<file path="config.mk">
export PLATFORM = sky130hd
export DESIGN_NAME = clk_div_ctrl
export DESIGN_NICKNAME = d
export VERILOG_FILES = /design/src/rtl/clk_div_ctrl_pkg.sv /design/src/rtl/clk_div_core.sv /design/src/rtl/clk_div_ctrl.sv
export SDC_FILE = /design/constraint.sdc
export NUM_CORES = 1
export LEC_CHECK = 0
export ABC_AREA = 1
export BUFFER_PORTS_ARGS = -buffer_cell sky130_fd_sc_hd__buf_2
export CORE_MARGIN = 1.5
export CORE_UTILIZATION = 38
export DETAILED_ROUTE_END_ITERATION = 8
export SLEW_MARGIN = 25
export SYNTH_ARGS = -nofsm -noshare
export SYNTH_HDL_FRONTEND = slang
export SYNTH_SLANG_ARGS = --single-unit
export TNS_END_PERCENT = 100
</file>
<file path="constraint.sdc">
create_clock -name clk_i -period 2.1 [get_ports clk_i]
set_input_delay 0.21 -clock clk_i [delete_from_list [all_inputs] [get_ports clk_i]]
set_output_delay 0.21 -clock clk_i [all_outputs]
set_load 0.01 [all_outputs]
</file>
<file path="src/rtl/clk_div_ctrl_pkg.sv">
`default_nettype none
// ============================================================================
// clk_div_ctrl_pkg: shared state encoding and default sizing for clk_div_ctrl.
// Revision: 1.0
// ============================================================================
package clk_div_ctrl_pkg;

  typedef enum logic [1:0] {
    ST_IDLE  = 2'd0,
    ST_RUN   = 2'd1,
    ST_DRAIN = 2'd2
  } state_e;

  localparam int          DEF_CNT_W       = 32;
  localparam int          DEF_BURST_W     = 16;
  localparam int unsigned DEF_THRESHOLD_C = 32'd25000000;

endpackage
`default_nettype wire

</file>
<file path="src/rtl/clk_div_core.sv">
`default_nettype none
// ============================================================================
// clk_div_core: half-period counter and output toggle with rise/fall strobes.
// Revision: 1.0
// ============================================================================
module clk_div_core
  import clk_div_ctrl_pkg::*;
#(
  parameter int CNT_W = DEF_CNT_W
) (
  input  logic             clk_i,
  input  logic             rst_n_i,
  input  logic             en_i,
  input  logic             clr_i,
  input  logic [CNT_W-1:0] threshold_i,
  output logic             clk_o,
  output logic             rise_o,
  output logic             fall_o
);

  logic [CNT_W-1:0] count_q, count_d;
  logic             clk_q, clk_d;
  logic             w_hit;

  // >= rather than == keeps the counter bounded if the threshold ever shrinks
  assign w_hit  = en_i && !clr_i && (count_q >= threshold_i);
  assign rise_o = w_hit && !clk_q;
  assign fall_o = w_hit && clk_q;
  assign clk_o  = clk_q;

  always_comb begin
    count_d = count_q;
    clk_d   = clk_q;
    if (clr_i) begin
      count_d = '0;
      clk_d   = 1'b0;
    end else if (en_i) begin
      if (w_hit) begin
        count_d = '0;
        clk_d   = !clk_q;
      end else begin
        count_d = count_q + CNT_W'(1);
      end
    end
  end

  always_ff @(posedge clk_i or negedge rst_n_i) begin
    if (!rst_n_i) begin
      count_q <= '0;
      clk_q   <= 1'b0;
    end else begin
      count_q <= count_d;
      clk_q   <= clk_d;
    end
  end

endmodule
`default_nettype wire

</file>
<file path="src/rtl/clk_div_ctrl.sv">
`default_nettype none
// ============================================================================
// clk_div_ctrl: run-time sequencer for the programmable clock divider.
// Burst auto-stop is built only when CLK_DIV_CTRL_BURST_EN is defined. Rev 1.0
// ============================================================================
module clk_div_ctrl
  import clk_div_ctrl_pkg::*;
#(
  parameter int          CNT_W         = DEF_CNT_W,
  parameter int unsigned DEF_THRESHOLD = DEF_THRESHOLD_C,
  parameter int          BURST_W       = DEF_BURST_W
) (
  input  logic               clk_i,
  input  logic               rst_n_i,
  input  logic               cfg_valid_i,
  output logic               cfg_ready_o,
  input  logic [CNT_W-1:0]   cfg_threshold_i,
  input  logic [BURST_W-1:0] cfg_burst_i,
  input  logic               start_i,
  input  logic               stop_i,
  output logic               clk_o,
  output logic               tick_o,
  output logic               busy_o,
  output logic               done_o
);

`ifdef CLK_DIV_CTRL_BURST_EN
  localparam int              CFG_W   = CNT_W + BURST_W;
  localparam logic [CFG_W-1:0] CFG_RST = {BURST_W'(0), CNT_W'(DEF_THRESHOLD)};
`else
  localparam int              CFG_W   = CNT_W;
  localparam logic [CFG_W-1:0] CFG_RST = CNT_W'(DEF_THRESHOLD);
`endif

  state_e           state_q;
  logic             busy_q;
  logic             done_q;
  logic             tick_q;

  // Active and shadow configuration words: {burst, threshold} or {threshold}
  logic [CFG_W-1:0] active_q, active_d;
  logic [CFG_W-1:0] shadow_q, shadow_d;
  logic             sh_vld_q, sh_vld_d;
  logic [CFG_W-1:0] w_cfg_in;

  logic             w_clk;
  logic             w_rise;
  logic             w_fall;
  logic             w_cfg_acc;
  logic             w_trunc;
  logic             w_burst_end;
  logic             w_to_idle;
  logic             w_core_en;
  logic             w_core_clr;

`ifdef CLK_DIV_CTRL_BURST_EN
  logic [BURST_W-1:0] per_q, per_d;
  logic [BURST_W-1:0] w_burst;

  assign w_cfg_in    = {cfg_burst_i, cfg_threshold_i};
  assign w_burst     = active_q[CFG_W-1:CNT_W];
  // Burst compares against the configuration in force during the ending period
  assign w_burst_end = (state_q == ST_RUN) && w_fall && (w_burst != '0) &&
                       ((per_q + BURST_W'(1)) == w_burst);

  always_comb begin
    per_d = per_q;
    if (state_q == ST_IDLE) begin
      per_d = '0;
    end else if (w_fall) begin
      per_d = per_q + BURST_W'(1);
    end
  end

  always_ff @(posedge clk_i or negedge rst_n_i) begin
    if (!rst_n_i) begin
      per_q <= '0;
    end else begin
      per_q <= per_d;
    end
  end
`else
  logic w_unused_burst;

  assign w_cfg_in       = cfg_threshold_i;
  assign w_burst_end    = 1'b0;
  assign w_unused_burst = ^cfg_burst_i;
`endif

  assign w_cfg_acc  = cfg_valid_i && !sh_vld_q;
  // Low phase during drain is cut short; a started high phase always completes
  assign w_trunc    = (state_q == ST_DRAIN) && !w_clk;
  assign w_to_idle  = w_trunc || ((state_q == ST_DRAIN) && w_fall) || w_burst_end;
  assign w_core_en  = (state_q != ST_IDLE);
  assign w_core_clr = (state_q == ST_IDLE) || w_trunc;

  clk_div_core #(
    .CNT_W (CNT_W)
  ) u_core (
    .clk_i       (clk_i),
    .rst_n_i     (rst_n_i),
    .en_i        (w_core_en),
    .clr_i       (w_core_clr),
    .threshold_i (active_q[CNT_W-1:0]),
    .clk_o       (w_clk),
    .rise_o      (w_rise),
    .fall_o      (w_fall)
  );

  always_comb begin
    active_d = active_q;
    shadow_d = shadow_q;
    sh_vld_d = sh_vld_q;
    if (state_q == ST_IDLE) begin
      if (w_cfg_acc) begin
        active_d = w_cfg_in;
      end
    end else begin
      if ((w_fall || w_to_idle) && sh_vld_q) begin
        active_d = shadow_q;
        sh_vld_d = 1'b0;
      end
      // A write landing on the final edge of a run has no later boundary
      if (w_cfg_acc) begin
        if (w_to_idle) begin
          active_d = w_cfg_in;
        end else begin
          shadow_d = w_cfg_in;
          sh_vld_d = 1'b1;
        end
      end
    end
  end

  always_ff @(posedge clk_i or negedge rst_n_i) begin
    if (!rst_n_i) begin
      active_q <= CFG_RST;
      shadow_q <= '0;
      sh_vld_q <= 1'b0;
    end else begin
      active_q <= active_d;
      shadow_q <= shadow_d;
      sh_vld_q <= sh_vld_d;
    end
  end

  always_ff @(posedge clk_i or negedge rst_n_i) begin
    if (!rst_n_i) begin
      state_q <= ST_IDLE;
      busy_q  <= 1'b0;
      done_q  <= 1'b0;
      tick_q  <= 1'b0;
    end else begin
      tick_q <= w_rise | w_fall;
      done_q <= 1'b0;
      unique case (state_q)
        ST_IDLE: begin
          if (start_i && !stop_i) begin
            state_q <= ST_RUN;
            busy_q  <= 1'b1;
          end
        end
        ST_RUN, ST_DRAIN: begin
          if (w_to_idle) begin
            state_q <= ST_IDLE;
            busy_q  <= 1'b0;
            done_q  <= 1'b1;
          end else if ((state_q == ST_RUN) && stop_i) begin
            state_q <= ST_DRAIN;
          end
        end
        default: begin
          state_q <= ST_IDLE;
          busy_q  <= 1'b0;
        end
      endcase
    end
  end

  assign cfg_ready_o = !sh_vld_q;
  assign clk_o       = w_clk;
  assign tick_o      = tick_q;
  assign busy_o      = busy_q;
  assign done_o      = done_q;

endmodule
`default_nettype wire

</file>
After elaboration in Yosys (flattened, before gate mapping)
Index checks and enable logic that the tools add are counted.
{"block": "totals", "reg_bits": 103, "elab_cells": 69}
{"block": "op_classes", "add_sub_neg": 1, "n_lt_le_gt_ge": 1, "n_eq_ne": 6, "n_mux": 23, "bitwise_logic": 3, "n_reduce_logical": 26}
{"cell": "32-bit two-way mux", "n": 8}
{"cell": "32-bit by 1-bit adder with 32-bit output (second input constant)", "n": 1}
{"cell": "32-bit greater-or-equal comparator", "n": 1}
{"cell": "1-bit logical AND", "n": 10}
{"cell": "1-bit two-way mux", "n": 10}
{"cell": "2-bit two-way mux", "n": 3}
{"cell": "2-bit AND reduction", "n": 3}
{"cell": "2-bit nonzero test", "n": 3}
{"cell": "1-bit logical NOT", "n": 4}
{"cell": "2-bit inequality test (second input constant)", "n": 2}
{"cell": "2-bit one-hot mux with 2 select lines", "n": 1}
{"cell": "1-bit logical OR", "n": 3}
{"cell": "3-bit inequality test (second input constant)", "n": 1}
{"cell": "3-bit AND reduction", "n": 1}
{"cell": "2-bit by 1-bit == test with 1-bit output (second input constant)", "n": 1}
{"cell": "2-bit == test (second input constant)", "n": 1}
{"cell": "2-bit logical NOT", "n": 1}
{"cell": "2-bit by 1-bit inequality test with 1-bit output (second input constant)", "n": 1}
{"cell": "1-bit inverter", "n": 2}
{"cell": "1-bit one-hot mux with 2 select lines", "n": 1}
{"cell": "2-bit OR reduction", "n": 1}
{"cell": "1-bit bitwise OR", "n": 1}

Longest topological paths before layout
{"block": "depth", "ltp_word": 15, "depth_mapped": 21, "ltp_nobuf": 20}

Cells and area by module
A second synthesis with hierarchy kept.
{"block": "hier_totals", "hier_cells": 882, "hier_area_um2": 6487.5}
{"mod": "clk_div_ctrl", "instances": 1, "cells_per_inst": 496, "area_per_inst_um2": 3742.3}
{"mod": "clk_div_core", "instances": 1, "cells_per_inst": 386, "area_per_inst_um2": 2745.1}

Least setup slack after synthesis
OpenSTA, ideal clock, no wires.
{"block": "synth_timing", "path_type": "register -> register", "from": "register active_q[21]", "to": "register active_q[0]", "arrival_time_ps": 1997, "path_slack_ps": -14, "stages_incl_launch_ff": 15, "n_path_buf": 1, "synth_period_minus_slack_ps": 2114, "path_cell_list": "dfstp_2 inv_1 ha_1 a21oi_1 o21a_1 nand2_1 a21oi_1 nand2_2 nand3_2 nand2_2 nand2_1 nand2_4 buf_4 nor2_1 nor2_1"}
{"block": "synth_between", "elab_chain_len": 11}
{"item": "from (decl)", "line_no": "clk_div_ctrl.sv:41", "rtl": "logic [CFG_W-1:0] active_q, active_d;"}
{"item": "from (signal assigned)", "line_no": "clk_div_ctrl.sv:141", "rtl": "active_q <= active_d;"}
{"item": "32-bit greater-or-equal comparator *", "line_no": "clk_div_core.sv:26", "rtl": "assign w_hit = en_i && !clr_i && (count_q >= threshold_i);"}
{"item": "1-bit logical AND *", "line_no": "clk_div_core.sv:26"}
{"item": "1-bit logical AND *", "line_no": "clk_div_core.sv:28", "rtl": "assign fall_o = w_hit && clk_q;"}
{"item": "1-bit logical AND", "line_no": "clk_div_ctrl.sv:93", "rtl": "assign w_to_idle = w_trunc || ((state_q == ST_DRAIN) && w_fall) || w_burst_end;"}
{"item": "1-bit logical OR", "line_no": "clk_div_ctrl.sv:93"}
{"item": "1-bit logical OR", "line_no": "clk_div_ctrl.sv:119", "rtl": "if ((w_fall || w_to_idle) && sh_vld_q) begin"}
{"item": "1-bit logical AND", "line_no": "clk_div_ctrl.sv:119"}
{"item": "32-bit two-way mux", "line_no": "clk_div_ctrl.sv:119"}
{"item": "32-bit two-way mux", "line_no": "clk_div_ctrl.sv:125", "rtl": "if (w_to_idle) begin"}
{"item": "32-bit two-way mux *", "line_no": "clk_div_ctrl.sv:124", "rtl": "if (w_cfg_acc) begin"}
{"item": "32-bit two-way mux *", "line_no": "clk_div_ctrl.sv:114", "rtl": "if (state_q == ST_IDLE) begin"}
Mark *: on every way between the ends. The rest lies on a longest branch, timed or not.
A chain may end at the register's enable or synchronous reset.

Worst setup path after layout
{"block": "layout_timing", "from": "register active_q[22]", "to": "register active_q[30]"}
Same word-level chain as after synthesis.

==> flow_summary.yaml <==
outcome:
  status: "complete, but fails checks"
  failed_checks: "setup timing"
setup_path:
  r2r-end: "active_q[30]$_DFFE_PN0P_"
  critical_path_required_ps: 2350
  path_class: "flip-flop to flip-flop"
  path_max_fanout: 5
  timing.rr.start: "active_q[22]$_DFFE_PN1P_"
  r2r_slack_ps: -440
  reg2reg_depth: 17
  cp.arrival_ps: 2800
  critPathCaptureType: "flip-flop"
  startpoint_type: "flip-flop"
global_route:
  grtUsageTotal_pct: 19.8
  grt_pass1_wl_um: 27600
  grt_pass1_vias: 5632
  antenna_found_initial: 0
  grt_max_degree: 56
  grt_overflow: 0
floorplan:
  start_util_pct: 39.1
  rows: 46
  die_h_um: 131
  coreArea_um2: 16000
  die_w_um: 131
  io_pins: 58
  die_area_um2: 17200
hold_path:
  hold_path_depth: 3
  min_to: "shadow_q[23]$_DFFE_PN0P_"
  hold_path.class: "primary input to flip-flop"
  min-delay-start: "cfg_threshold_i[23]"
route:
  wl_um: 17700
  dr.pass1.iters: 4
  drt-initial-drc-count: 281
  drtAntennaViolNets: 0
  wl_per_cell_um: 14.6
  num_vias: 5726
  drt-vias-per-instance: 4.71
  drc: 0
clock_tree:
  cts_max_path_buffers: 2
  clk-insertion-delay-late_ps: 360
  cts_tree: "built"
  cts.sinks: 103
  cts_root_buffer: "clkbuf_16"
  cts_buffers: 9
  htreeDepth: 3
  clkTransAtPathRegs_ps: 70
finish:
  multi_input_area_um2: 3730
  final_nets: 1085
  area_growth_pct: 42.6
  seqCellArea_um2: 2590
  instances_no_fill: 1216
  n_fill_cell: 1494
  diodes: 0
  drive_gt1_share_pct: 34.5
sta:
  maxSlewHeadroom_pct: 63.3
  grt_setup_unrepaired: "yes"
  final.min_clock_period_ps: 2540
  hold_violations: 0
  fin_skew_ps: 6.25
  slew_viol_final: 0
  setup_viol: 103
  final.period_utilization_pct: 121
  tightest_slew_ps: 548
  hold_slack_ps: 89.1
  worst_slack_ps: -445
  fmax_mhz: 393
power:
  p_leak_nw: 4.61
  power_density_nw_per_um2: 1400
  ir_drop_mv: 0.779
yosys:
  yosysWarnings: 0
  yosysSeqAreaShare_pct: 41.4
  syn_avg_cell_area_um2: 7.26
  syn_nets: 951
  ys_ff_latch: 103
  ys_types: 32
  syn-instance-count: 861
  syn-cell-area_um2: 6250
flow_run:
  maxCapViolations: 0
placed_design:
  place_congestion: 0.843
  dp_cells: 1161
  dp_hpwl_um: 9830
  portBuffers: 41
[layout by cell type, fill, tap and decap left out, types with 11 or more instances in the layout]
cell and instances:
dfrtp_1 91, ha_1 31, nand3_1 34, o21ai_1 23, nor2_4 13, a21oi_1 15, clkbuf_16 17, buf_4 69
dfstp_2 12, nor2_1 104, nand2_4 27, nand2_1 200, xor2_1 17, nand2_2 38, nor2_2 38, nand4_1 11
inv_1 97, buf_12 16, buf_2 40
[where the power goes]
group	total [mW]	switching, mW	internal (mW)	leakage, nW
clock network	1.79	0.792	0.994	0.145
registers	3.20	0.428	2.77	1.30
logic	7.54	4.10	3.43	3.16
[kinds of logic after synthesis]
logic type,Yosys count,synth area share [%]
flops,103,41.4
fa+ha+maj,37,7.40
xor+xnor,25,3.50
simple gates,491,33.1
compound gates,65,5.36
buf+inv,140,9.14
[metal layers]
| layer | vias to the layer above | part of all wire [%] | GRT usage [%] |
|---|---|---|---|
| li1 | 2941 | - | - |
| met5 | - | 0 | 0 |
| met4 | 0 | 1.7 | 6.73 |
| met1 | 2655 | 45 | 26.9 |
| met2 | 106 | 48 | 31.6 |
| met3 | 24 | 5.3 | 4.01 |
[critical path: stages, from the launching register on]
cell     delay (ps)
dfstp_2         530
inv_1            50
ha_1            270
nand2_1          80
nor2_2          170
nand4_1         120
nor2_1          220
nand2_4          90
nand2_4         100
nand3_4          90
nand2_4         100
nand2_4          70
nand2_8         110
buf_12          150
buf_12          130
nand2_2          40
nand2_1          70
nor2_1           40
[cells in the mapped netlist]
cell type | n | area share [%]
nand3_4 | 1 | 0.28
buf_2 | 10 | 0.80
nor2_2 | 5 | 0.50
nand4_1 | 11 | 1.1
clkbuf_1 | 13 | 0.78
nor4_1 | 1 | 0.10
xor2_1 | 17 | 2.4
nor3b_1 | 1 | 0.12
o21ai_1 | 1 | 0.080
o22ai_1 | 1 | 0.10
buf_4 | 9 | 1.1
nor4b_2 | 1 | 0.24
a21oi_1 | 20 | 1.6
nand3_2 | 4 | 0.64
dfrtp_1 | 91 | 36
nand2_1 | 259 | 16
nor3_1 | 10 | 0.80
o32ai_1 | 1 | 0.14
o21a_1 | 2 | 0.24
xnor2_1 | 8 | 1.1
nor2_1 | 146 | 8.8
nand3_1 | 38 | 3.0
inv_2 | 4 | 0.24
dfstp_2 | 12 | 5.0
nor3_2 | 2 | 0.32
o21ai_0 | 40 | 3.2
inv_1 | 104 | 6.2
nand2_2 | 6 | 0.60
ha_1 | 37 | 7.4
nand4_2 | 1 | 0.20
nor2_4 | 4 | 0.72
nand2_4 | 1 | 0.18
[repair_timing]
item | in CTS | in global routing
cloned | 10 | 11
gates resized for setup | 91 | 151
setup buffers | 15 | 12
hold buffers | 1 | 0
pin swaps | 6 | 41
setup endpoints to repair | 101 | 103
endpoints found under the hold margin | 23 | 0
[per-stage QoR]
step	worst slack (ps)	utilization, %	cell area, um^2	total power [mW]	setup TNS [ps]
floorplan	-0.177	-	6260	6.33	-0.177
global placement	-245	45.4	7260	7.81	-16930
detailed placement	-290	45.4	7260	7.87	-20240
CTS	-281	51.6	8260	11.1	-14630
global route	-558	55.8	8920	13.5	-43270
finish	-445	55.8	8920	12.5	-30830
[cell type report]
| class | count | area share (%) |
|---|---|---|
| clock inverter | 4 | 0.603 |
| clock buffer | 12 | 2.88 |
| timing repair buffer | 154 | 17.9 |
| inverter | 108 | 4.60 |
| multi-input combinational | 618 | 41.8 |
| timing repair inverter | 1 | 0.0842 |
| sequential | 103 | 29.1 |
| tap | 216 | 3.03 |
[how the worst max path moves through the flow]
stage,startpoint,to,cells past startpoint
2_1_floorplan,active_q[6]$_DFFE_PN1P_,active_q[0]$_DFFE_PN0P_,20
3_3_place_gp,active_q[6]$_DFFE_PN1P_,active_q[27]$_DFFE_PN0P_,20
3_5_place_dp,active_q[6]$_DFFE_PN1P_,active_q[30]$_DFFE_PN0P_,20
4_1_cts,active_q[6]$_DFFE_PN1P_,active_q[19]$_DFFE_PN1P_,19
5_1_grt,active_q[20]$_DFFE_PN1P_,active_q[30]$_DFFE_PN0P_,17
6_report,active_q[22]$_DFFE_PN1P_,active_q[30]$_DFFE_PN0P_,17
[sequential cells by signal, summed over array words and instances (netlist names)]
signal	count
tick_o	1
busy_o	1
shadow_q	32
state_q	2
sh_vld_q	1
u_core.clk_o	1
done_o	1
active_q	32
u_core.count_q	32
(Power assumes the default switching activity.)
